[src/rtl/dp_pkg.sv]
// ============================================================================
// dp_pkg -- opcodes, FSM state type and flag bit positions for param_datapath
// Rev 1.0
// ============================================================================
`default_nettype none

package dp_pkg;

  localparam logic [3:0] OP_ADD = 4'h0;
  localparam logic [3:0] OP_SUB = 4'h1;
  localparam logic [3:0] OP_AND = 4'h2;
  localparam logic [3:0] OP_OR  = 4'h3;
  localparam logic [3:0] OP_XOR = 4'h4;
  localparam logic [3:0] OP_CMP = 4'h5;
  localparam logic [3:0] OP_MOV = 4'h6;
  localparam logic [3:0] OP_RSV = 4'h7;
  localparam logic [3:0] OP_SLL = 4'h8;
  localparam logic [3:0] OP_SLR = 4'h9;
  localparam logic [3:0] OP_SRL = 4'hA;
  localparam logic [3:0] OP_SRA = 4'hB;
  localparam logic [3:0] OP_LI  = 4'hC;
  localparam logic [3:0] OP_IN  = 4'hD;
  localparam logic [3:0] OP_OUT = 4'hE;
  localparam logic [3:0] OP_NOP = 4'hF;

  typedef enum logic [1:0] {
    ST_IDLE = 2'd0,
    ST_EXEC = 2'd1,
    ST_WB   = 2'd2
  } state_t;

  localparam int FLAG_S = 3;
  localparam int FLAG_Z = 2;
  localparam int FLAG_C = 1;
  localparam int FLAG_V = 0;

endpackage

`default_nettype wire

[src/rtl/dp_alu.sv]
// ============================================================================
// dp_alu -- combinational ALU/shifter producing result, SZCV and enables
// Rev 1.0
// ============================================================================
`default_nettype none

module dp_alu
  import dp_pkg::*;
#(
  parameter int W = 16
) (
  input  logic [W-1:0]         a,
  input  logic [W-1:0]         b,
  input  logic [3:0]           op,
  input  logic [$clog2(W)-1:0] shamt,
  output logic [W-1:0]         res,
  output logic [3:0]           szcv,
  output logic                 wr_en,
  output logic                 fl_en
);

  localparam int SW = $clog2(W);

  // Guard bit on each side of the shifts captures the last bit shifted out
  logic [W:0]        w_sum;
  logic [W:0]        w_diff;
  logic [W:0]        w_shl;
  logic [W:0]        w_shr;
  logic signed [W:0] w_sra;
  logic [SW:0]       w_ramt;
  logic [W-1:0]      w_rot;
  logic              w_c;
  logic              w_v;

  assign w_sum  = {1'b0, a} + {1'b0, b};
  assign w_diff = {1'b0, a} - {1'b0, b};
  assign w_shl  = {1'b0, b} << shamt;
  assign w_shr  = {b, 1'b0} >> shamt;
  assign w_sra  = $signed({b, 1'b0}) >>> shamt;
  assign w_ramt = (SW + 1)'(W) - {1'b0, shamt};
  assign w_rot  = (b << shamt) | (b >> w_ramt);

  always_comb begin
    res   = '0;
    w_c   = 1'b0;
    w_v   = 1'b0;
    wr_en = 1'b1;
    fl_en = 1'b1;
    case (op)
      OP_ADD: begin
        res = w_sum[W-1:0];
        w_c = w_sum[W];
        w_v = (a[W-1] == b[W-1]) && (res[W-1] != a[W-1]);
      end
      OP_SUB, OP_CMP: begin
        res   = w_diff[W-1:0];
        w_c   = w_diff[W];
        w_v   = (a[W-1] != b[W-1]) && (res[W-1] != a[W-1]);
        wr_en = (op == OP_SUB);
      end
      OP_AND: res = a & b;
      OP_OR:  res = a | b;
      OP_XOR: res = a ^ b;
      OP_SLL: begin
        res = w_shl[W-1:0];
        w_c = w_shl[W];
      end
      OP_SLR: begin
        res = w_rot;
        w_c = (shamt != '0) && w_rot[0];
      end
      OP_SRL: begin
        res = w_shr[W:1];
        w_c = w_shr[0];
      end
      OP_SRA: begin
        res = w_sra[W:1];
        w_c = w_sra[0];
      end
      OP_MOV: begin
        res   = a;
        fl_en = 1'b0;
      end
      OP_LI: begin
        res   = b;
        fl_en = 1'b0;
      end
      OP_IN: fl_en = 1'b0;
      default: begin
        wr_en = 1'b0;
        fl_en = 1'b0;
      end
    endcase
  end

  always_comb begin
    szcv         = '0;
    szcv[FLAG_S] = res[W-1];
    szcv[FLAG_Z] = (res == '0);
    szcv[FLAG_C] = w_c;
    szcv[FLAG_V] = w_v;
  end

endmodule

`default_nettype wire

[src/rtl/param_datapath.sv]
// ============================================================================
// param_datapath -- multicycle N x W register-file datapath, IDLE->EXEC->WB
// Rev 1.0
// ============================================================================
`default_nettype none

module param_datapath
  import dp_pkg::*;
#(
  parameter int W    = 16,
  parameter int N    = 8,
  parameter int IMMW = 8
) (
  input  logic                 clk,
  input  logic                 reset,
  input  logic                 instr_valid,
  output logic                 instr_ready,
  input  logic [3:0]           op,
  input  logic [$clog2(N)-1:0] rd_idx,
  input  logic [$clog2(N)-1:0] ra_idx,
  input  logic [$clog2(N)-1:0] rb_idx,
  input  logic [IMMW-1:0]      immd,
  input  logic                 in_valid,
  input  logic [W-1:0]         data_in,
  output logic [W-1:0]         data_out,
  output logic                 out_valid,
  output logic [3:0]           flags,
  input  logic [$clog2(N)-1:0] dbg_idx,
  output logic [W-1:0]         dbg_data
);

  localparam int RW = $clog2(N);
  localparam int SW = $clog2(W);

  state_t          r_state;
  logic [3:0]      r_op;
  logic [RW-1:0]   r_rd;
  logic [IMMW-1:0] r_imm;
  logic [W-1:0]    r_a;
  logic [W-1:0]    r_b;
  logic [W-1:0]    r_res;
  logic [3:0]      r_szcv;
  logic            r_wr;
  logic            r_fl;
  logic [W-1:0]    r_regs [N];
  logic [3:0]      r_flags;
  logic [W-1:0]    r_dout;
  logic            r_ov;

  logic [W-1:0]    w_alu_b;
  logic [W-1:0]    w_res;
  logic [3:0]      w_szcv;
  logic            w_wr;
  logic            w_fl;

  // LI reuses the B path to carry the zero-extended immediate
  assign w_alu_b = (r_op == OP_LI) ? W'(r_imm) : r_b;

  dp_alu #(.W(W)) u_alu (
    .a     (r_a),
    .b     (w_alu_b),
    .op    (r_op),
    .shamt (r_imm[SW-1:0]),
    .res   (w_res),
    .szcv  (w_szcv),
    .wr_en (w_wr),
    .fl_en (w_fl)
  );

  always_ff @(posedge clk) begin
    if (reset) begin
      r_state <= ST_IDLE;
      r_op    <= OP_NOP;
      r_rd    <= '0;
      r_imm   <= '0;
      r_a     <= '0;
      r_b     <= '0;
      r_res   <= '0;
      r_szcv  <= '0;
      r_wr    <= 1'b0;
      r_fl    <= 1'b0;
      r_flags <= '0;
      r_dout  <= '0;
      r_ov    <= 1'b0;
      for (int i = 0; i < N; i++) r_regs[i] <= '0;
    end else begin
      r_ov <= 1'b0;
      case (r_state)
        ST_IDLE: begin
          if (instr_valid) begin
            r_op    <= op;
            r_rd    <= rd_idx;
            r_imm   <= immd;
            r_a     <= r_regs[ra_idx];
            r_b     <= r_regs[rb_idx];
            r_state <= ST_EXEC;
          end
        end
        ST_EXEC: begin
          // IN parks here until the external producer offers data
          if ((r_op != OP_IN) || in_valid) begin
            r_res   <= (r_op == OP_IN) ? data_in : w_res;
            r_szcv  <= w_szcv;
            r_wr    <= w_wr;
            r_fl    <= w_fl;
            r_state <= ST_WB;
          end
        end
        ST_WB: begin
          if (r_wr) r_regs[r_rd] <= r_res;
          if (r_fl) r_flags <= r_szcv;
          if (r_op == OP_OUT) begin
            r_dout <= r_b;
            r_ov   <= 1'b1;
          end
          r_state <= ST_IDLE;
        end
        default: r_state <= ST_IDLE;
      endcase
    end
  end

  assign instr_ready = (r_state == ST_IDLE);
  assign data_out    = r_dout;
  assign out_valid   = r_ov;
  assign flags       = r_flags;
  assign dbg_data    = r_regs[dbg_idx];

endmodule

`default_nettype wire

[config.mk]
export PLATFORM = sky130hd
export DESIGN_NAME = param_datapath
export DESIGN_NICKNAME = d
export VERILOG_FILES = /design/src/rtl/dp_pkg.sv /design/src/rtl/dp_alu.sv /design/src/rtl/param_datapath.sv
export SDC_FILE = /design/constraint.sdc
export NUM_CORES = 1
export LEC_CHECK = 0
export BUFFER_PORTS_ARGS = -buffer_cell sky130_fd_sc_hd__buf_2
export CORE_UTILIZATION = 65
export CTS_CLUSTER_SIZE = 8
export DETAILED_ROUTE_END_ITERATION = 16
export PLACE_DENSITY = 0.85
export SYNTH_ARGS = -nofsm -noshare
export SYNTH_HDL_FRONTEND = slang
export SYNTH_HIERARCHICAL = 1
export SYNTH_SLANG_ARGS = --single-unit
[constraint.sdc]
create_clock -name clk -period 13.69 [get_ports clk]
set_clock_uncertainty 0.05 [all_clocks]
set_input_delay 4.107 -clock clk [delete_from_list [all_inputs] [get_ports clk]]
set_output_delay 4.107 -clock clk [all_outputs]
set_load 0.01 [all_outputs]
* Word-level counts from Yosys, hierarchy flattened
Memory sizes are Yosys's and may differ from the RTL's. A register that Yosys moved wholly into a read port is not among the register bits.
Index checks and enable logic that the tools add are counted.
** Cells by class
- Add/subtract/negate cells :: 3
- Eq/ne operators :: 22
- Shifts and indexed selects :: 5
- Multiplexer cells :: 20
- Bitwise gates (word level) :: 5
- Reduce and logical (&&, ||, !) cells :: 18
** Operators with widths (count)
- $pmux W16 S11 :: 1
- $mux W16 :: 3
- $or A16 B16 Y16 :: 2
- $eq A4 B4 Y1 const B :: 7
- $add A16 B16 Y17 :: 1
- $shl A16 B4 Y17 :: 1
- $shr A17 B4 Y17 :: 1
- $sshr A17 B4 Y17 :: 1
- $sub A16 B16 Y17 :: 1
- $and A16 B16 Y16 :: 1
- $logic_not A16 Y1 :: 1
- $reduce_or A16 Y1 :: 1
- $shl A16 B4 Y16 :: 1
- $shr A16 B5 Y16 :: 1
- $xor A16 B16 Y16 :: 1
- $eq A4 B3 Y1 const B :: 3
- $reduce_or A11 Y1 :: 1
- $reduce_and A2 Y1 :: 5
- $reduce_or A10 Y1 :: 1
- $mux W1 :: 9
- $eq A4 B2 Y1 const B :: 2
- $pmux W1 S6 :: 1
- $sub A5 B4 Y5 const A :: 1
- $eq A4 B1 Y1 const B :: 1
- other kinds (17) :: 25
** Storage, ports and cells
- Register bits after elaboration :: 60
- RAM bits :: 128
- Input port bits :: 44
- Output and inout bits :: 38
- Word-level logic and storage cells :: 85
- Memories :: 1
** Memory list
- r_regs :: words 8, bits a word 16, rd ports 3, clocked after memory_dff 2, wr ports 8, line param_datapath.sv:45 : logic [W-1:0] r_regs [N];

* Logic depth before layout (Yosys ltp)
Gate-level depths: netlist of run 1.
- Depth in word-level cells :: 6
- Depth in mapped cells :: 20
- Mapped depth without buffers :: 16

* Modules after synthesis
The synthesis of run 1 kept the hierarchy.
** By module, submodules not included
- param_datapath :: instances 1, cells each 968, area an instance 11364.6 µm², seq. area each 5685.5 µm²
- dp_alu :: instances 1, cells each 728, area an instance 5215.0 µm², seq. area each 0.0 µm²

* Least setup slack after synthesis of run 1
No wires, ideal clock.
- Path type :: input port to output port
- From :: input dbg_idx[0]
- To :: output dbg_data[0]
- Arrival time :: 5240 ps
- Required time :: 9533 ps
- Path slack :: 4293 ps
- Stages on the path :: 4
- Buffers on the path :: 2
- Cells stage by stage :: buf_2 > buf_6 > mux4_2 > mux2_2
** On the way
- Cells in the longest elaborated chain, start to end :: 1
** Ends and longest elaborated chain
- from (decl) :: line param_datapath.sv:28 : input logic [$clog2(N)-1:0] dbg_idx,
- $mem_v2 Z8 W16
- to (decl) :: line param_datapath.sv:29 : output logic [W-1:0] dbg_data
Every way passes these cells.

* Final worst setup path of run 1
- From :: input dbg_idx[0]
- To :: output dbg_data[2]
The elaborated chain is that of the path after synthesis.

==> results.py, run 1 <==
metrics = {
    "status": {
        "status": "finished clean",
    },
    "layout": {
        "drive_above_1_share_pct": 17.48,
        "fillCellCount": 1882,
        "multi_input_area_mm2": 0.01000,
        "n_antenna_cell": 0,
        "syn2layout_area_growth_pct": 7.335,
        "final_cell_mix": "mux2i_1 (203), and2_1 (134), edfxtp_1 (128)",
        "fin_area_mm2": 0.01780,
        "ff_latch_area_mm2": 0.005687,
        "fin_nets": 1786,
        "layout.cells.non_filler": 2041,
        "mostFrequentLayoutCell": "mux2i_1",
    },
    "logic_synthesis": {
        "syn_inst": 1696,
        "synthFlopType": "edfxtp_1",
        "yosysSeqAreaShare_pct": 34.29,
        "async_flop_share_pct": 0,
        "avgSynthCellArea_um2": 9.776,
        "ys_top_cells_by_area": "edfxtp_1 (23%), mux2i_1 (12%), dfxtp_1 (11%)",
        "syn-cell-area_mm2": 0.01658,
        "yosys_warnings": 6,
        "synth-seq-cells": 220,
        "synth_top_area_share_pct": 23.18,
        "synth_edf_count": 128,
        "synth_area_leader_cell": "edfxtp_1",
        "post_synth_num_cell_types": 88,
        "syn_nets": 1792,
    },
    "clocking": {
        "postCtsSetupBuffers": 0,
        "cts_buffers": 31,
        "cts.sink_count": 220,
        "htree_num_levels": 1,
        "clkTransAtPathRegs_ps": 50,
        "clk_latency_ps": 570,
        "ctsResizeCount": 0,
        "cts_hold_buf": 0,
        "cts_root_buf": "clkbuf_16",
        "clockBufferDepth": 3,
        "cts_tree": "done",
    },
    "worst_setup_path": {
        "crit_arrival_ps": 6050,
        "worstReg2RegStart": "r_op[2]",
        "crit_path_end": "dbg_data[2]",
        "reg2reg_to": "r_szcv[2]",
        "worstSetupPathType": "in -> out",
        "start_kind": "input pin",
        "crit_fanout": 32,
        "cp-end-kind": "primary output",
        "critical_path_required_ps": 9530,
        "reg2reg_setup_slack_ps": 7980,
        "r2r_cells": 17,
        "critPathLaunch": "dbg_idx[0]",
    },
    "sta": {
        "max_slew_margin_pct": 20.13,
        "worst_pin_slew_ps": 1193,
        "final-max-slew-violation-count": 0,
        "clock.fmax_mhz": 98.01,
        "final-setup-viol-count": 0,
        "tns_ps": 0,
        "layout_setup_ws_ps": 3487,
        "layout_worst_path_cycle_share_pct": 74.53,
        "fin_crit_ps": 10200,
        "rsz0062_at_grt": "no",
        "hold_viol": 0,
    },
    "floorplanning": {
        "ioPinCount": 82,
        "dieArea_mm2": 0.02615,
        "core_mm2": 0.02511,
        "die_h_um": 161.7,
        "num_rows": 58,
        "start_util_pct": 66.03,
        "fp.dieW_um": 161.7,
    },
    "grt": {
        "grt_use_total_pct": 43.18,
        "grt_pass1_vias": 14040,
        "grt_max_degree": 67,
        "gr-total-overflow": 0,
        "antenna_found_initial": 0,
        "grt_pass1_wl_um": 84640,
    },
    "placement": {
        "placedInstanceArea_mm2": 0.01691,
        "post-place-cells": 1987,
        "io_buffers": 81,
        "dpl.hpwl_um": 39640,
        "place_congestion": 1.024,
        "place_ws_ps": 3468,
    },
    "power": {
        "peakVddDrop_mv": 0.1401,
        "p_leak_nw": 6.945,
        "power_density_mw_per_mm2": 112.1,
        "total_power_mw": 1.995,
    },
    "route": {
        "dr.pass1.iters": 8,
        "drcViolationCount": 0,
        "drt_iter0_drc": 2237,
        "via_per_inst": 7.285,
        "wl_per_cell_um": 28.20,
        "route.antenna.remaining_nets": 0,
        "num_vias": 14870,
        "wl_um": 57560,
    },
    "hold_path": {
        "min_from": "r_imm[4]",
        "holdCritPathClass": "reg -> reg",
    },
    "job": {
        "cap_violations": 0,
    },
}
## cells in the mapped netlist, types with 7 or more instances
library cell / number
buf_6: 10
a211oi_2: 7
a22oi_1: 71
nor2_2: 12
o221ai_1: 9
dfxtp_1: 92
a211oi_1: 21
buf_1: 10
o21ai_0: 50
edfxtp_1: 128
nor2b_1: 28
inv_1: 51
or2_2: 12
mux4_2: 57
nand2_1: 85
nand3_1: 15
a21o_1: 9
a31oi_1: 7
clkbuf_1: 77
a21oi_1: 90
mux2_2: 37
a211o_1: 8
nand2b_1: 7
nor2_1: 127
buf_4: 16
ha_1: 50
nand3b_1: 8
o22ai_1: 22
mux2i_1: 203
and3_1: 8
nor3_1: 57
o211ai_1: 18
a221oi_1: 13
buf_2: 24
and2_1: 135
## sequential cells by signal, indices dropped and copies added (netlist names)
register	flops
flags	4
out_valid	1
r_res	16
r_wr	1
r_regs	128
r_state	2
r_op	4
data_out	16
r_fl	1
r_b	16
r_imm	8
r_szcv	4
r_a	16
r_rd	3
## layer usage
| layer | GRT usage [%] | vias up | wire length [um] |
|---|---|---|---|
| met2 | 64.91 | 1147 | 25300 |
| met4 | 21.27 | 0 | 3041 |
| met1 | 58.46 | 7232 | 21570 |
| li1 | - | 6309 | - |
| met5 | 0 | - | 0 |
| met3 | 10.67 | 181 | 7647 |
## logic make-up (layout without fill, tap and decap cells)
logic type      count (synthesis)  in the layout  synth area share [%]
fa+ha+maj                      52             52                 4.015
compound gates                385            385                 16.11
simple gates                  538            538                 17.17
buf+inv                       199            214                 5.592
xor+xnor                        5              5                0.3094
flops                         220            220                 34.29
mux                           297            297                 22.51
## how the worst min path moves through the flow
stage	depth (start not counted)	to	slack [ps]
after global placement	2	r_imm[4]	390
final	2	r_imm[4]	400
after detailed placement	2	r_imm[4]	390
after floorplan	2	r_imm[4]	380
after global routing	2	r_imm[7]	430
after CTS	2	r_imm[4]	400
## stage by stage
stage               utilization (%)  hold slack, ps
detailed placement            67.34           394.9
CTS                           70.87           402.3
finish                        70.87           402.1
floorplan                         -           382.9
global route                  70.87           426.3
global placement              67.34           390.3
## final cells by class
| cell class | instances | share of cell area, % |
|---|---|---|
| Tap cell | 330 | 2.320 |
| Inverter | 54 | 1.139 |
| Timing Repair Buffer | 106 | 3.375 |
| Clock inverter | 1 | 0.1125 |
| Clock buffer | 53 | 4.879 |
| Sequential cell | 220 | 31.96 |
| Multi-Input combinational cell | 1277 | 56.22 |
## report_power, final
group,internal [mW],switching (mW)
Combinational,0.192,0.324
Clock,0.425,0.282
Sequential,0.730,0.0419
## worst max-delay path: stages
cell and delay [ps]:
buf_2 840, mux4_2 610, mux2_2 310, buf_2 160
Note: power is estimated with default switching activity, not from simulation.
==> inputs of run 2 (changes only) <==
- CORE_UTILIZATION: 65 -> 63
- PLACE_DENSITY: 0.85 -> 0.83
- clock period: 13.69 -> 10 ns (I/O delays scaled with it)
==> run 2 against run 1 <==
Effect of this change: register-to-register slack worse by 3700 ps; sequential power increased by 37%; core utilization is 2.1 points lower; total power rose by 37%; via count is 0.90% higher; routed wire length grew 1.9%; setup slack got worse by 1400 ps; die area is 3.1% higher; first-iteration DRC count shrank 5.7%; sequential cell count did not move; final cell count is 0.29% higher; sequential share of layout area about the same; highest routed layer unchanged.
==> results.py, run 2 (synthesized netlist as in run 1, its figures left out) <==
metrics = {
    "layout": {
        "drive_above_1_share_pct": 17.64,
        "final_util_pct": 68.77,
        "final_cell_mix": "mux2i_1 (203), and2_1 (134), edfxtp_1 (128)",
        "fin_nets": 1788,
        "largest_register_ffs": 128,
        "largest-register": "r_regs",
        "ff_latch_area_mm2": 0.005687,
        "multi_input_area_mm2": 0.01001,
        "n_antenna_cell": 0,
        "fin_area_mm2": 0.01782,
        "layout.cells.non_filler": 2047,
        "fillCellCount": 1931,
        "mostFrequentLayoutCell": "mux2i_1",
        "syn2layout_area_growth_pct": 7.471,
    },
    "worst_setup_path": {
        "start_kind": "input pin",
        "cp-end-kind": "primary output",
        "crit_fanout": 17,
        "crit_arrival_ps": 4910,
        "critical_path_required_ps": 6950,
        "reg2reg_setup_slack_ps": 4290,
        "worstSetupPathType": "in -> out",
    },
    "floorplanning": {
        "core_mm2": 0.02591,
        "ioPinCount": 82,
        "start_util_pct": 63.99,
        "dieArea_mm2": 0.02697,
        "fp.dieW_um": 164.2,
        "num_rows": 59,
        "die_h_um": 164.2,
    },
    "route": {
        "met2WireLength_um": 25700,
        "routed.top_layer": "met4",
        "dr.pass1.iters": 6,
        "wl_met1_um": 22010,
        "wl_per_cell_um": 28.66,
        "route.antenna.remaining_nets": 0,
        "drcViolationCount": 0,
        "wl_um": 58660,
        "drt_iter0_drc": 2109,
        "num_vias": 15000,
        "wl_met3_um": 7236,
        "via_per_inst": 7.329,
    },
    "power": {
        "p_int_mw": 1.843,
        "p_leak_nw": 6.954,
        "combPwrFrac_pct": 26.0,
        "total_power_mw": 2.734,
        "sequentialPowerShare_pct": 38.6,
        "swShare_pct": 32.61,
        "power_density_mw_per_mm2": 153.5,
        "p_sw_mw": 0.8916,
        "peakVddDrop_mv": 0.1483,
        "clockPowerShare_pct": 35.4,
    },
    "placement": {
        "place_congestion": 1.061,
        "dpl.hpwl_um": 40240,
        "post-place-cells": 1994,
        "io_buffers": 81,
        "place_ws_ps": 1998,
        "placedInstanceArea_mm2": 0.01693,
    },
    "job": {
        "cap_violations": 0,
    },
    "sta": {
        "fin_crit_ps": 7960,
        "final-max-slew-violation-count": 0,
        "tns_ps": 0,
        "layout_worst_path_cycle_share_pct": 79.60,
        "final-setup-viol-count": 0,
        "hold_ws_ps": 408.2,
        "layout_setup_ws_ps": 2040,
        "hold_viol": 0,
        "worst_pin_slew_ps": 1386,
        "rsz0062_at_grt": "no",
        "clock.fmax_mhz": 125.6,
        "max_slew_margin_pct": 7.511,
    },
    "grt": {
        "grt_max_degree": 76,
        "grt_use_total_pct": 43.48,
        "grt_pass1_wl_um": 86940,
        "antenna_found_initial": 2,
        "gr-total-overflow": 0,
        "grt_pass1_vias": 14330,
    },
    "clocking": {
        "clkTransAtPathRegs_ps": 50,
        "clk_latency_ps": 580,
        "cts_hold_buf": 0,
        "postCtsSetupBuffers": 0,
        "cts_tree": "done",
        "clockBufferDepth": 3,
        "cts.sink_count": 220,
        "htree_num_levels": 1,
        "cts_root_buf": "clkbuf_16",
        "ctsResizeCount": 0,
        "cts_buffers": 31,
    },
    "hold_path": {
        "holdCritPathClass": "reg -> reg",
    },
    "status": {
        "status": "finished clean",
    },
}
run 2: cell types whose count changed in the layout (fill, tap and decap cells not counted), sizes merged:
cell and delta:
clkbuf -1, buf +2
run 2: area by class of cell:
| type | count | share of cell area, % |
|---|---|---|
| repair buffers | 108 | 3.455 |
| clock inverters | 1 | 0.1124 |
| well taps | 335 | 2.352 |
| clock buffers | 52 | 4.852 |
| flip-flops and latches | 220 | 31.91 |
| multi-input cells | 1277 | 56.18 |
| inverters | 54 | 1.138 |
run 2: power by group through the flow:
stage          registers, mW  clock network (mW)  logic (mW)
2_1_floorplan           1.05                   0       0.493
3_3_place_gp            1.07                   0       0.664
3_5_place_dp            1.07                   0       0.678
4_1_cts                 1.05               0.966       0.683
5_1_grt                 1.06                1.01       0.748
6_report                1.06               0.968       0.710
run 2: routing by layer:
metal | up-vias | track usage, %
met5 | - | 0
met4 | 0 | 25.80
met3 | 240 | 9.949
met2 | 1152 | 64.56
met1 | 7289 | 57.98
li1 | 6322 | -
run 2: worst paths after layout:
check                      end  cells after the start  startpoint
setup reg to reg     r_szcv[2]                     14    r_imm[0]
setup / recovery  dbg_data[10]                      5  dbg_idx[0]
hold reg to reg       r_imm[6]                      2    r_imm[6]
hold / removal        r_imm[6]                      2    r_imm[6]
run 2: critical path: stages:
cell and delay, ps:
buf_2 470, buf_4 430, mux4_2 560, mux2_2 290
buf_2 150
